**src/rtl/mcp_launch_arb_pkg.sv**
```systemverilog
//------------------------------------------------------------------------------
// Module   : mcp_launch_arb_pkg
// Brief    : Shared types and state decode positions for the MCP launch arbiter.
// Revision : 1.0 - initial release
//------------------------------------------------------------------------------
`default_nettype none

package mcp_launch_arb_pkg;

  typedef enum logic [1:0] {
    IDLE   = 2'b00,
    LAUNCH = 2'b01,
    WAIT   = 2'b10
  } state_t;

  // One-hot-ish encoding lets single bits stand in for full state compares.
  localparam int c_ST_LAUNCH_BIT = 0;
  localparam int c_ST_WAIT_BIT   = 1;

endpackage : mcp_launch_arb_pkg

`default_nettype wire

```
**src/rtl/mcp_launch_arb_rr_arbiter.sv**
```systemverilog
//------------------------------------------------------------------------------
// Module   : rr_arbiter
// Brief    : Combinational round-robin pick: lowest index at or above ptr with
//            req set, wrapping. Returns a one-hot grant and its index.
// Revision : 1.0 - initial release
//------------------------------------------------------------------------------
`default_nettype none

module rr_arbiter #(
  parameter int N     = 4,
  parameter int PTR_W = $clog2(N)
) (
  input  logic [N-1:0]     req,
  input  logic [PTR_W-1:0] ptr,
  output logic [N-1:0]     gnt,
  output logic [PTR_W-1:0] idx
);

  localparam logic [PTR_W:0] c_N = (PTR_W+1)'(N);

  logic [PTR_W:0] w_pos;

  // Walk offsets from far to near so the nearest requester at or above ptr
  // is the last writer and wins.
  always_comb begin
    gnt   = '0;
    idx   = '0;
    w_pos = '0;
    for (int k = N-1; k >= 0; k--) begin
      w_pos = {1'b0, ptr} + (PTR_W+1)'(k);
      if (w_pos >= c_N) begin
        w_pos = w_pos - c_N;
      end
      if (req[w_pos[PTR_W-1:0]]) begin
        gnt                    = '0;
        gnt[w_pos[PTR_W-1:0]]  = 1'b1;
        idx                    = w_pos[PTR_W-1:0];
      end
    end
  end

endmodule : rr_arbiter

`default_nettype wire

```
**src/rtl/mcp_launch_arb.sv**
```systemverilog
//------------------------------------------------------------------------------
// Module   : mcp_launch_arb
// Brief    : Round-robin sharing of one MCP launch interface between N
//            requesters; optional busy watchdog under MCP_LAUNCH_ARB_TMO_EN.
// Revision : 1.0 - initial release
//------------------------------------------------------------------------------
`default_nettype none

module mcp_launch_arb
  import mcp_launch_arb_pkg::*;
#(
  parameter int N     = 4,
  parameter int W     = 32,
  parameter int TMO_W = 8
) (
  input  logic           l_clk,
  input  logic           l_rst_n,
  input  logic [N-1:0]   req_valid,
  input  logic [N*W-1:0] req_data,
  output logic [N-1:0]   req_ack,
  output logic [N-1:0]   req_done,
  output logic           l_in_pass_r,
  output logic [W-1:0]   l_in_r,
  input  logic           l_busy_r,
  output logic           err_tmo_r
);

  localparam int                 c_PTR_W    = $clog2(N);
  localparam logic [c_PTR_W-1:0] c_LAST_IDX = c_PTR_W'(N-1);
  localparam logic [N-1:0]       c_ONE      = N'(1);

  state_t             r_state;
  state_t             w_state_nxt;
  logic [c_PTR_W-1:0] r_ptr;
  logic [c_PTR_W-1:0] r_gnt_idx;
  logic [c_PTR_W-1:0] w_arb_idx;
  logic [c_PTR_W-1:0] w_ptr_nxt;
  logic [N-1:0]       w_arb_gnt;
  logic [W-1:0]       w_win_data;
  logic               w_grant;
  logic               w_done;
  logic               w_tmo;

  rr_arbiter #(
    .N     (N),
    .PTR_W (c_PTR_W)
  ) u_rr_arbiter (
    .req (req_valid),
    .ptr (r_ptr),
    .gnt (w_arb_gnt),
    .idx (w_arb_idx)
  );

  always_comb begin
    w_win_data = '0;
    for (int i = 0; i < N; i++) begin
      if (w_arb_gnt[i]) begin
        w_win_data = req_data[i*W +: W];
      end
    end
  end

  // Grant is gated by reset so no ack escapes while the block is held in reset.
  always_comb begin
    w_state_nxt = r_state;
    w_grant     = 1'b0;
    w_done      = 1'b0;
    case (r_state)
      IDLE: begin
        if (l_rst_n && (|req_valid) && !l_busy_r) begin
          w_grant     = 1'b1;
          w_state_nxt = LAUNCH;
        end
      end
      LAUNCH: begin
        w_state_nxt = WAIT;
      end
      WAIT: begin
        if (!l_busy_r) begin
          w_done      = 1'b1;
          w_state_nxt = IDLE;
        end else if (w_tmo) begin
          w_state_nxt = IDLE;
        end
      end
      default: begin
        w_state_nxt = IDLE;
      end
    endcase
  end

  assign req_ack   = w_grant ? w_arb_gnt : '0;
  assign req_done  = w_done ? (c_ONE << r_gnt_idx) : '0;
  assign w_ptr_nxt = (r_gnt_idx == c_LAST_IDX) ? '0 : (r_gnt_idx + c_PTR_W'(1));

  always_ff @(posedge l_clk or negedge l_rst_n) begin
    if (!l_rst_n) begin
      r_state     <= IDLE;
      r_ptr       <= '0;
      r_gnt_idx   <= '0;
      l_in_pass_r <= 1'b0;
      l_in_r      <= '0;
    end else begin
      r_state     <= w_state_nxt;
      l_in_pass_r <= w_grant;
      if (w_grant) begin
        l_in_r    <= w_win_data;
        r_gnt_idx <= w_arb_idx;
      end
      if (w_done || w_tmo) begin
        r_ptr <= w_ptr_nxt;
      end
    end
  end

`ifdef MCP_LAUNCH_ARB_TMO_EN
  localparam logic [TMO_W-1:0] c_TMO_LAST = {TMO_W{1'b1}} - TMO_W'(1);

  logic [TMO_W-1:0] r_tmo_cnt;

  // Fires on the WAIT cycle whose increment reaches all-ones.
  assign w_tmo = r_state[c_ST_WAIT_BIT] && l_busy_r && (r_tmo_cnt == c_TMO_LAST);

  always_ff @(posedge l_clk or negedge l_rst_n) begin
    if (!l_rst_n) begin
      r_tmo_cnt <= '0;
      err_tmo_r <= 1'b0;
    end else begin
      if (r_state[c_ST_LAUNCH_BIT]) begin
        r_tmo_cnt <= '0;
      end else if (r_state[c_ST_WAIT_BIT] && l_busy_r) begin
        r_tmo_cnt <= r_tmo_cnt + TMO_W'(1);
      end
      if (w_tmo) begin
        err_tmo_r <= 1'b1;
      end
    end
  end
`else
  assign w_tmo     = 1'b0;
  // TMO_W is always >= 1, so this is constant 0.
  assign err_tmo_r = (TMO_W < 1);
`endif

endmodule : mcp_launch_arb

`default_nettype wire

```
**config.mk**
```make
export PLATFORM = sky130hd
export DESIGN_NAME = mcp_launch_arb
export DESIGN_NICKNAME = d
export VERILOG_FILES = /design/src/rtl/mcp_launch_arb_pkg.sv /design/src/rtl/mcp_launch_arb_rr_arbiter.sv /design/src/rtl/mcp_launch_arb.sv
export SDC_FILE = /design/constraint.sdc
export NUM_CORES = 1
export LEC_CHECK = 0
export CORE_MARGIN = 10
export CORE_UTILIZATION = 37
export CTS_CLUSTER_DIAMETER = 50
export CTS_CLUSTER_SIZE = 24
export DETAILED_ROUTE_END_ITERATION = 6
export MAX_ROUTING_LAYER = met4
export PLACE_DENSITY = 0.82
export SLEW_MARGIN = 5
export SYNTH_ARGS = -nofsm -noshare
export SYNTH_HDL_FRONTEND = slang
export SYNTH_HIERARCHICAL = 1
export SYNTH_SLANG_ARGS = --single-unit
```
**constraint.sdc**
```tcl
create_clock -name l_clk -period 4.9 [get_ports l_clk]
set_input_delay 0.98 -clock l_clk [delete_from_list [all_inputs] [get_ports l_clk]]
set_output_delay 0.98 -clock l_clk [all_outputs]
set_load 0.01 [all_outputs]
```
==> Yosys cells after proc, flatten, opt, wreduce, memory -nomap -nowiden <==
Cells that the tools add are included.
{ "word_totals": {"inputBits": 135, "reg_bits": 39, "output_inout_bits": 42, "elab_cells": 83} }
{ "classes": {"n_shift": 1, "n_reduce_logical": 10, "addsub": 8, "order_cmp": 12, "muxes": 42, "n_eq_ne": 5} }
{ "op_table": {"columns": ["operator", "n"], "rows": [
  ["2-to-1 mux 32 bit", 4],
  ["2-to-1 mux 4 bit", 6],
  ["2-to-1 mux 2 bit", 11],
  ["< comparator 2 x 3 -> 1 bit (second input constant)", 4],
  ["2-to-1 mux 1 bit", 12],
  ["greater-or-equal comparator 3 bit (second input constant)", 3],
  ["binary-select mux 1 bit (select 2 bit)", 4],
  ["demux 1 bit (select 2 bit)", 4],
  ["greater-or-equal comparator 2 x 1 -> 1 bit (second input constant)", 4],
  ["subtractor 2 x 1 -> 2 bit (second input constant)", 4],
  ["adder 2 x 2 -> 3 bit (second input constant)", 2],
  ["logical AND 1 bit", 6],
  ["case mux 2 bit (3 select lines)", 1],
  ["== test 2 bit (second input constant)", 2],
  ["inequality test 2 bit (second input constant)", 2],
  ["OR reduction 4 bit", 1],
  ["<< shifter 1 x 2 -> 4 bit (first input constant)", 1],
  ["adder 2 x 1 -> 3 bit (second input constant)", 1],
  ["greater-or-equal comparator 2 x 3 -> 1 bit (second input constant)", 1],
  ["adder 2 x 1 -> 2 bit (second input constant)", 1],
  ["== test 2 x 1 -> 1 bit (second input constant)", 1],
  ["logical NOT 2 bit", 1],
  ["AND reduction 2 bit", 1],
  ["logical NOT 1 bit", 1]
]} }

==> Longest topological paths before layout <==
Gate-level depths: netlist of run 1.
{ "logic_depth": {"word_depth": 15, "depth_mapped": 14} }

==> By module <==
The synthesis of run 1 kept the hierarchy.
{ "modules_own_cells": {"columns": ["module", "cells_each", "area_each_um2", "instances", "seq_area_each_um2"], "rows": [
  ["mcp_launch_arb", 229, 2265.9, 1, 975.9],
  ["rr_arbiter", 60, 490.5, 1, 0.0]
]} }

==> Least setup slack after synthesis of run 1 <==
OpenSTA, ideal clock, no wires.
{ "synth_path": {"path_kind": "input to output", "startpoint": "input req_valid[2]", "endpoint": "output req_ack[1]", "n_path_buf": 2, "t_required_ns": 3.920, "slack_ns": 0.988, "path_stages": 7, "arrival_time_ns": 2.932, "path_cell_list": "mux4_2 -> or4_1 -> a21o_1 -> o211ai_1 -> clkbuf_1 -> clkbuf_1 -> and2_1"} }
{ "synth_between": {"elab_chain_cells": 7} }
{ "synth_lines": {"columns": ["item", "line_no", "source"], "rows": [
  ["start, declared", "mcp_launch_arb.sv:18", "input logic [N-1:0] req_valid,"],
  ["binary-select mux 1 bit (select 2 bit)", "mcp_launch_arb_rr_arbiter.sv:34", "if (req[w_pos[PTR_W-1:0]]) begin"],
  ["2-to-1 mux 1 bit (implied by the code)", "mcp_launch_arb_rr_arbiter.sv:34", null],
  ["2-to-1 mux 4 bit (3 in series)", "mcp_launch_arb_rr_arbiter.sv:34", null],
  ["2-to-1 mux 4 bit (*)", "mcp_launch_arb_rr_arbiter.sv:34", null],
  ["named net w_arb_gnt[1]", "mcp_launch_arb.sv:38", "logic [N-1:0] w_arb_gnt;"],
  ["2-to-1 mux 4 bit (*)", "mcp_launch_arb.sv:92", "assign req_ack = w_grant ? w_arb_gnt : '0;"],
  ["end, declared", "mcp_launch_arb.sv:20", "output logic [N-1:0] req_ack,"]
]} }
The timed path passes the listed nets; every way through them passes the cells marked *. The select of a mux whose other input is x is not followed.

==> Worst setup path after layout of run 1 <==
{ "layout_path": {"startpoint": "input req_valid[0]", "endpoint": "output req_ack[1]"} }
Same word-level chain as after synthesis.

==> results of run 1 <==
[final timing paths]
check | endpoint | slack, ns | cells after the start
setup / recovery | req_ack[1] | 0.26 | 7
hold / removal | l_in_r[26] | 0.51 | 2
setup reg to reg | l_in_r[15] | 0.82 | 11
hold reg to reg | l_in_r[26] | 0.51 | 2
max in group asynchronous | l_in_r[14] | 3.76 | 2
min in group asynchronous | l_in_r[30] | 0.79 | 2
[cell usage in the layout (no fill, tap or decap), drive strengths merged, types with 4 or more instances in the layout]
| cell | n |
|---|---|
| a221oi | 32 |
| and2 | 7 |
| buf | 13 |
| clkbuf | 6 |
| clkdlybuf4s50 | 174 |
| dfrtp | 39 |
| ha | 12 |
| inv | 8 |
| mux2 | 7 |
| mux2i | 4 |
| nand4 | 5 |
| nor2 | 7 |
| o21ai | 34 |
| o22ai | 32 |
| o31ai | 31 |
[stage by stage]
step / instances / hold WS, ns / power [mW]
floorplan: 289 / 0.464 / 1.75
global placement: 544 / 0.486 / 2.45
detailed placement: 544 / 0.491 / 2.52
CTS: 552 / 0.514 / 2.81
global route: 552 / 0.522 / 3.01
finish: 552 / 0.510 / 2.79
[area by class of cell]
type | count | area, um^2 | area share (%)
Timing Repair Buffer | 187 | 1850 | 39.4
Clock buffer | 6 | 82.6 | 1.76
Clock inverter | 2 | 35.0 | 0.747
Tap cell | 99 | 124 | 2.64
Sequential cell | 39 | 976 | 20.8
Multi-Input combinational cell | 211 | 1590 | 33.9
Inverter | 8 | 30.0 | 0.641
[per-layer routing]
| metal | track usage, % | wire length [um] | vias up | share of wire (%) |
|---|---|---|---|---|
| met3 | 4.59 | 948 | 8 | 7.8 |
| met1 | 25.3 | 5160 | 1608 | 43 |
| met5 | - | 0 | - | 0 |
| met2 | 35.6 | 5950 | 162 | 49 |
| met4 | 3.38 | 72 | 0 | 0.59 |
| li1 | - | - | 1490 | - |
[critical path, delay by kind of cell]
| kind | cells | cell delay [ns] |
|---|---|---|
| AO/OA/AOI/OAI | 2 | 0.29 |
| buffers and inverters | 2 | 1.09 |
| multiplexers | 1 | 0.60 |
| AND/OR/NAND/NOR | 2 | 0.69 |
[where the power goes]
| part | total, mW | switching (mW) | internal [mW] |
|---|---|---|---|
| combinational | 1.95 | 1.08 | 0.870 |
| clock | 0.282 | 0.117 | 0.165 |
| sequential | 0.552 | 0.0873 | 0.465 |
| total | 2.79 | 1.29 | 1.50 |
[synthesized netlist by cell type, types with 2 or more instances]
cell                       count  share of area (%)
sky130_fd_sc_hd__dfrtp_1      39                 35
sky130_fd_sc_hd__a221oi_1     32                 10
sky130_fd_sc_hd__o21ai_0      32                5.8
sky130_fd_sc_hd__o22ai_1      32                7.3
sky130_fd_sc_hd__o31ai_1      31                8.4
sky130_fd_sc_hd__clkbuf_1     24                3.3
sky130_fd_sc_hd__ha_1         12                5.4
sky130_fd_sc_hd__and2_1        7                1.6
sky130_fd_sc_hd__inv_1         7               0.95
sky130_fd_sc_hd__nor2_1        7               0.95
sky130_fd_sc_hd__mux2_2        5                2.0
sky130_fd_sc_hd__nand4_1       5                1.1
sky130_fd_sc_hd__mux2i_1       4                1.5
sky130_fd_sc_hd__a21oi_1       3               0.54
sky130_fd_sc_hd__a22oi_1       3               0.82
sky130_fd_sc_hd__a31oi_1       3               0.68
sky130_fd_sc_hd__buf_8         3                1.6
sky130_fd_sc_hd__nor3b_1       3               0.82
sky130_fd_sc_hd__a21o_1        2               0.54
sky130_fd_sc_hd__buf_6         2               0.82
sky130_fd_sc_hd__mux2_1        2               0.82
sky130_fd_sc_hd__nand2_1       2               0.27
sky130_fd_sc_hd__nand2b_1      2               0.45
sky130_fd_sc_hd__nand3_1       2               0.36
sky130_fd_sc_hd__nor2b_1       2               0.45
sky130_fd_sc_hd__o21ai_1       2               0.36
[cells by family (layout without fill, tap and decap cells)]
family                     after synthesis  in the layout  synth area share, %
other                                    1              1                0.136
DFF                                     39             39                 35.4
AOI/OAI and AO/OA                      146            146                 36.8
and+or+nand+nor                         39             39                 8.90
muxes                                   13             13                 6.08
adders and majority gates               12             12                 5.45
buffers and inverters                   39            203                 7.26
[flip-flops by register name (all words and copies together), names as in the netlist]
register     count
l_in_pass_r      1
l_in_r          32
r_gnt_idx        2
r_ptr            2
r_state          2
==> metrics, run 1 <==
run status finished clean; post-CTS clock slew at the launch and capture registers of the worst setup and hold paths 0.08 ns; Tot GR Track Use 21.0%; count of flip-flops with a built-in enable after synthesis 0; end-of-flow core utilization between 60% and 70%; Core Box Area 0.00725 mm^2; Slowest-stage cell, CP sky130_fd_sc_hd__mux4_2; beginning of the worst hold path l_in_r[26]; Setup Fix Bufs, Post-CTS 0; pin count of the biggest net entering global routing 40; final net count 599; antenna-violating nets left 0; cell repeated most along the worst path sky130_fd_sc_hd__clkdlybuf4s50_1; Sum Neg Setup Slack 0 ns; number of ports placed on the die boundary about 180; Initial Utilization 38.0%; reg2reg start r_ptr[1]; unrepaired setup endpoints after global routing false; die width 106 um; initial detailed-routing violation count 174; worst endpoint required time just under 4 ns; Congestion Overflow GR 0; buffers added on ports 175; Hold Buf Count CTS 0; clock root buffer sky130_fd_sc_hd__clkbuf_8; via count of the first global-routing pass 3439; later-pin clock latency in the skew report 0.29 ns; post-detailed-routing wire length ~12 mm; clk buf depth 2; die height around 110 um; CP endpoint kind output port; leakage component of the power 1.82 nW; crit-path max cell delay approximately 0.60 ns; synthesized area per cell 9.54 um^2; sequence of cells on the critical path clkdlybuf4s50_1 -> mux4_2 -> or4_1 -> a21o_1 -> o211ai_1 -> and2_1 -> clkdlybuf4s50_1; post-synthesis net count 436; number of synthesized register bits 39; share of cells above drive strength 1 8.17%; Cell Rows 31; power density over the cells just under 600 mW/mm^2; async set-or-reset flop fraction in the synthesized netlist 100%; synthesis-to-layout area growth 70.1%; count of vias placed by the detailed router 3268; cell area after layout 0.00469 mm^2; launching instance or port of the critical path req_valid[0]; reported max-cap violation count 0; routability congestion estimate 0.862; wire length of the first global-routing pass roughly 19 mm; final count of hold timing violations 0; initial antenna violation count 0; cell area after synthesis 0.00276 mm^2; worst setup margin 0.258 ns; Main synth FF type sky130_fd_sc_hd__dfrtp_1; number of distinct library cells after synthesis 47; final critical delay including setup and external delays 4.64 ns; CTS buffer count 5; crit-path max FO 8; Final Setup Violations 0; count of mapped cells out of synthesis 289; die footprint ~0.011 mm^2; Post-Place Worst Slack 0.249 ns; critical path start-end classification in2out; sequential area share after synthesis 35.4%; number of iterations in the first detailed-routing pass 4; Max Freq 215 MHz; DRC Markers 0; number of sinks driven by the clock tree 39; max-slew headroom at the worst pin 53.8%; Tightest Hold Check Type reg2reg; Vias per Instance roughly 6; filler instances around 600; yosys warns 6; antenna diode count 0; final worst-path cycle share between 90 and 100%; peak supply drop around 0.00058 V; clock tree from TritonCTS built; area of placed instances 0.00457 mm^2; CP Launch Type primary input; final setup skew 0.00374 ns; post-cts sizing count 0; Tightest Pin Transition 0.693 ns; Detail Placement HPWL 9.33 mm; H-tree depth reported by CTS 2; data arrival time of the worst path between 3 and 4 ns; routed length per instance 22.0 um; Final Max Tran Viols 0
(Power assumes the default switching activity.)
==> run 2: changes to the inputs <==
--- a/config.mk
+++ b/config.mk
@@ -6,13 +6,12 @@
 export NUM_CORES = 1
 export LEC_CHECK = 0
 export CORE_MARGIN = 10
-export CORE_UTILIZATION = 37
+export CORE_UTILIZATION = 40
 export CTS_CLUSTER_DIAMETER = 50
 export CTS_CLUSTER_SIZE = 24
 export DETAILED_ROUTE_END_ITERATION = 6
 export MAX_ROUTING_LAYER = met4
-export PLACE_DENSITY = 0.82
-export SLEW_MARGIN = 5
+export PLACE_DENSITY = 0.83
 export SYNTH_ARGS = -nofsm -noshare
 export SYNTH_HDL_FRONTEND = slang
 export SYNTH_HIERARCHICAL = 1
==> constraint.sdc (replaced) <==
create_clock -name l_clk -period 5.65 [get_ports l_clk]
set_input_delay 1.13 -clock l_clk [delete_from_list [all_inputs] [get_ports l_clk]]
set_output_delay 1.13 -clock l_clk [all_outputs]
set_load 0.01 [all_outputs]
==> metrics, run 2 (synthesized netlist as in run 1, its figures left out) <==
share of cells above drive strength 1 6.70%; final worst-path cycle share 88.5%; post-CTS clock slew at the launch and capture registers of the worst setup and hold paths 0.08 ns; Congestion Overflow GR 0; post-detailed-routing wire length 11.1 mm; initial antenna violation count 0; run status finished clean; die width 103 um; Cell Rows 30; CP endpoint kind output port; area of placed instances 0.00450 mm^2; reg-to-reg setup timing slack 1.56 ns; sequence of cells on the critical path clkdlybuf4s50_1 -> mux4_2 -> or4_1 -> a21o_1 -> o211ai_1 -> and2_1 -> clkdlybuf4s50_1; synthesis-to-layout area growth 66.1%; most frequent standard cell in the layout excluding fill and tap cells sky130_fd_sc_hd__clkdlybuf4s50_1; worst setup margin ~0.65 ns; Tot GR Track Use between 20% and 30%; clk buf depth 2; final net count about 600; Min Hold Slack 0.494 ns; crit-path max FO 9; number of sinks driven by the clock tree 39; later-pin clock latency in the skew report 0.29 ns; routed length per instance between 20 and 25 um; H-tree depth reported by CTS 2; final critical delay including setup and external delays 5.00 ns; CP Launch Type primary input; critical path start-end classification in2out; initial detailed-routing violation count roughly 150; die height 103 um; Setup Fix Bufs, Post-CTS 0; antenna diode count 0; Post-Place Worst Slack 0.675 ns; post-cts sizing count 0; leading cell types in the layout, fill and taps excluded sky130_fd_sc_hd__clkdlybuf4s50_1 (174), sky130_fd_sc_hd__dfrtp_1 (39), sky130_fd_sc_hd__o22ai_1 (32), sky130_fd_sc_hd__a221oi_1 (32), sky130_fd_sc_hd__o21ai_0 (32); Hold Buf Count CTS 0; data arrival time of the worst path 3.87 ns; wire length of the first global-routing pass 16.9 mm; via count of the first global-routing pass roughly 3.3k; die footprint 0.0106 mm^2; power density over the cells 506 mW/mm^2; Detail Placement HPWL 8.37 mm; Core Box Area 0.00676 mm^2; routability congestion estimate 0.850; Final Setup Violations 0; unrepaired setup endpoints after global routing false; peak supply drop 0.000416 V; CP bufs+invs 2; number of flip-flops under the largest register name 32; DRC Markers 0; Initial Utilization about two fifths; Top reg by flops l_in_r; leakage component of the power 1.77 nW; cell repeated most along the worst path sky130_fd_sc_hd__clkdlybuf4s50_1; antenna-violating nets left 0; worst endpoint required time 4.52 ns; count of vias placed by the detailed router 3203; Final Max Tran Viols 0; gate family responsible for the most delay along the worst path buffers and inverters; final count of hold timing violations 0; Tightest Pin Transition just over 1 ns; cell area after layout approximately 0.0046 mm^2; Tightest Hold Check Type reg2reg; final setup skew 0.00939 ns; number of iterations in the first detailed-routing pass 5; pin count of the biggest net entering global routing 40; CTS buffer count 5; reported max-cap violation count 0; Vias per Instance about 6; clock tree from TritonCTS built; crit-path max cell delay about 0.62 ns; Slowest-stage cell, CP sky130_fd_sc_hd__mux4_2; Sum Neg Setup Slack 0 ns; Max Freq 200 MHz; max-slew headroom at the worst pin between 30 and 40%; clock root buffer sky130_fd_sc_hd__clkbuf_8; number of ports placed on the die boundary roughly 180; buffers added on ports around 180
[run 2: cell types whose count changed in the layout (fill, tap and decap cells not counted)]
cell / previous run / this run
sky130_fd_sc_hd__buf_4: 11 / 7
sky130_fd_sc_hd__clkbuf_8: 6 / 5
sky130_fd_sc_hd__buf_12: 1 / 0
sky130_fd_sc_hd__bufinv_16: 1 / 0
sky130_fd_sc_hd__clkbuf_1: 0 / 2
[run 2: final cells by class]
class	count	area, um^2
well taps	80	100
clock buffers	7	76.3
inverters	8	30.0
repair buffers	182	1800
multi-input cells	211	1590
fillers	543	2180
flip-flops and latches	39	976
clock inverters	1	5.00
[run 2: report_power, final]
| group | internal, mW | switching (mW) | total, mW |
|---|---|---|---|
| logic | 0.731 | 0.909 | 1.64 |
| clock network | 0.0867 | 0.0980 | 0.185 |
| registers | 0.403 | 0.0913 | 0.494 |
[run 2: final timing paths]
path,cells past startpoint,to,startpoint
worst max-delay path,7,req_ack[1],req_valid[3]
worst min-delay path,2,l_in_r[1],l_in_r[1]
worst max register to register,10,l_in_r[8],r_ptr[0]
worst min register to register,2,l_in_r[1],l_in_r[1]
max in group asynchronous,2,l_in_r[22],l_rst_n
min in group asynchronous,2,l_in_r[8],l_rst_n
[run 2: metrics by stage]
| stage | util (%) | cells | power (mW) |
|---|---|---|---|
| 2_1_floorplan | - | 289 | 1.51 |
| 3_3_place_gp | 66.6 | 520 | 2.11 |
| 3_5_place_dp | 66.6 | 520 | 2.14 |
| 4_1_cts | 67.8 | 528 | 2.33 |
| 5_1_grt | 67.8 | 528 | 2.50 |
| 6_report | 67.8 | 528 | 2.32 |
[run 2: per-layer routing]
layer	vias up	global-route usage (%)	share of wire, %
met5	-	-	0
met1	1541	23.4	40
met3	19	6.17	8.5
met2	168	34.1	49
met4	0	6.10	2.1
li1	1475	-	-
[run 2: worst reg2reg max path: stages, from the launching register on]
cell and delay [ns]:
sky130_fd_sc_hd__dfrtp_1 0.67, sky130_fd_sc_hd__inv_1 0.23, sky130_fd_sc_hd__ha_1 0.49, sky130_fd_sc_hd__mux4_2 0.44, sky130_fd_sc_hd__and2b_2 0.28, sky130_fd_sc_hd__a22oi_1 0.07
sky130_fd_sc_hd__a31oi_1 0.34, sky130_fd_sc_hd__nand2b_1 0.83, sky130_fd_sc_hd__buf_4 0.31, sky130_fd_sc_hd__o22ai_1 0.10, sky130_fd_sc_hd__o31ai_1 0.27
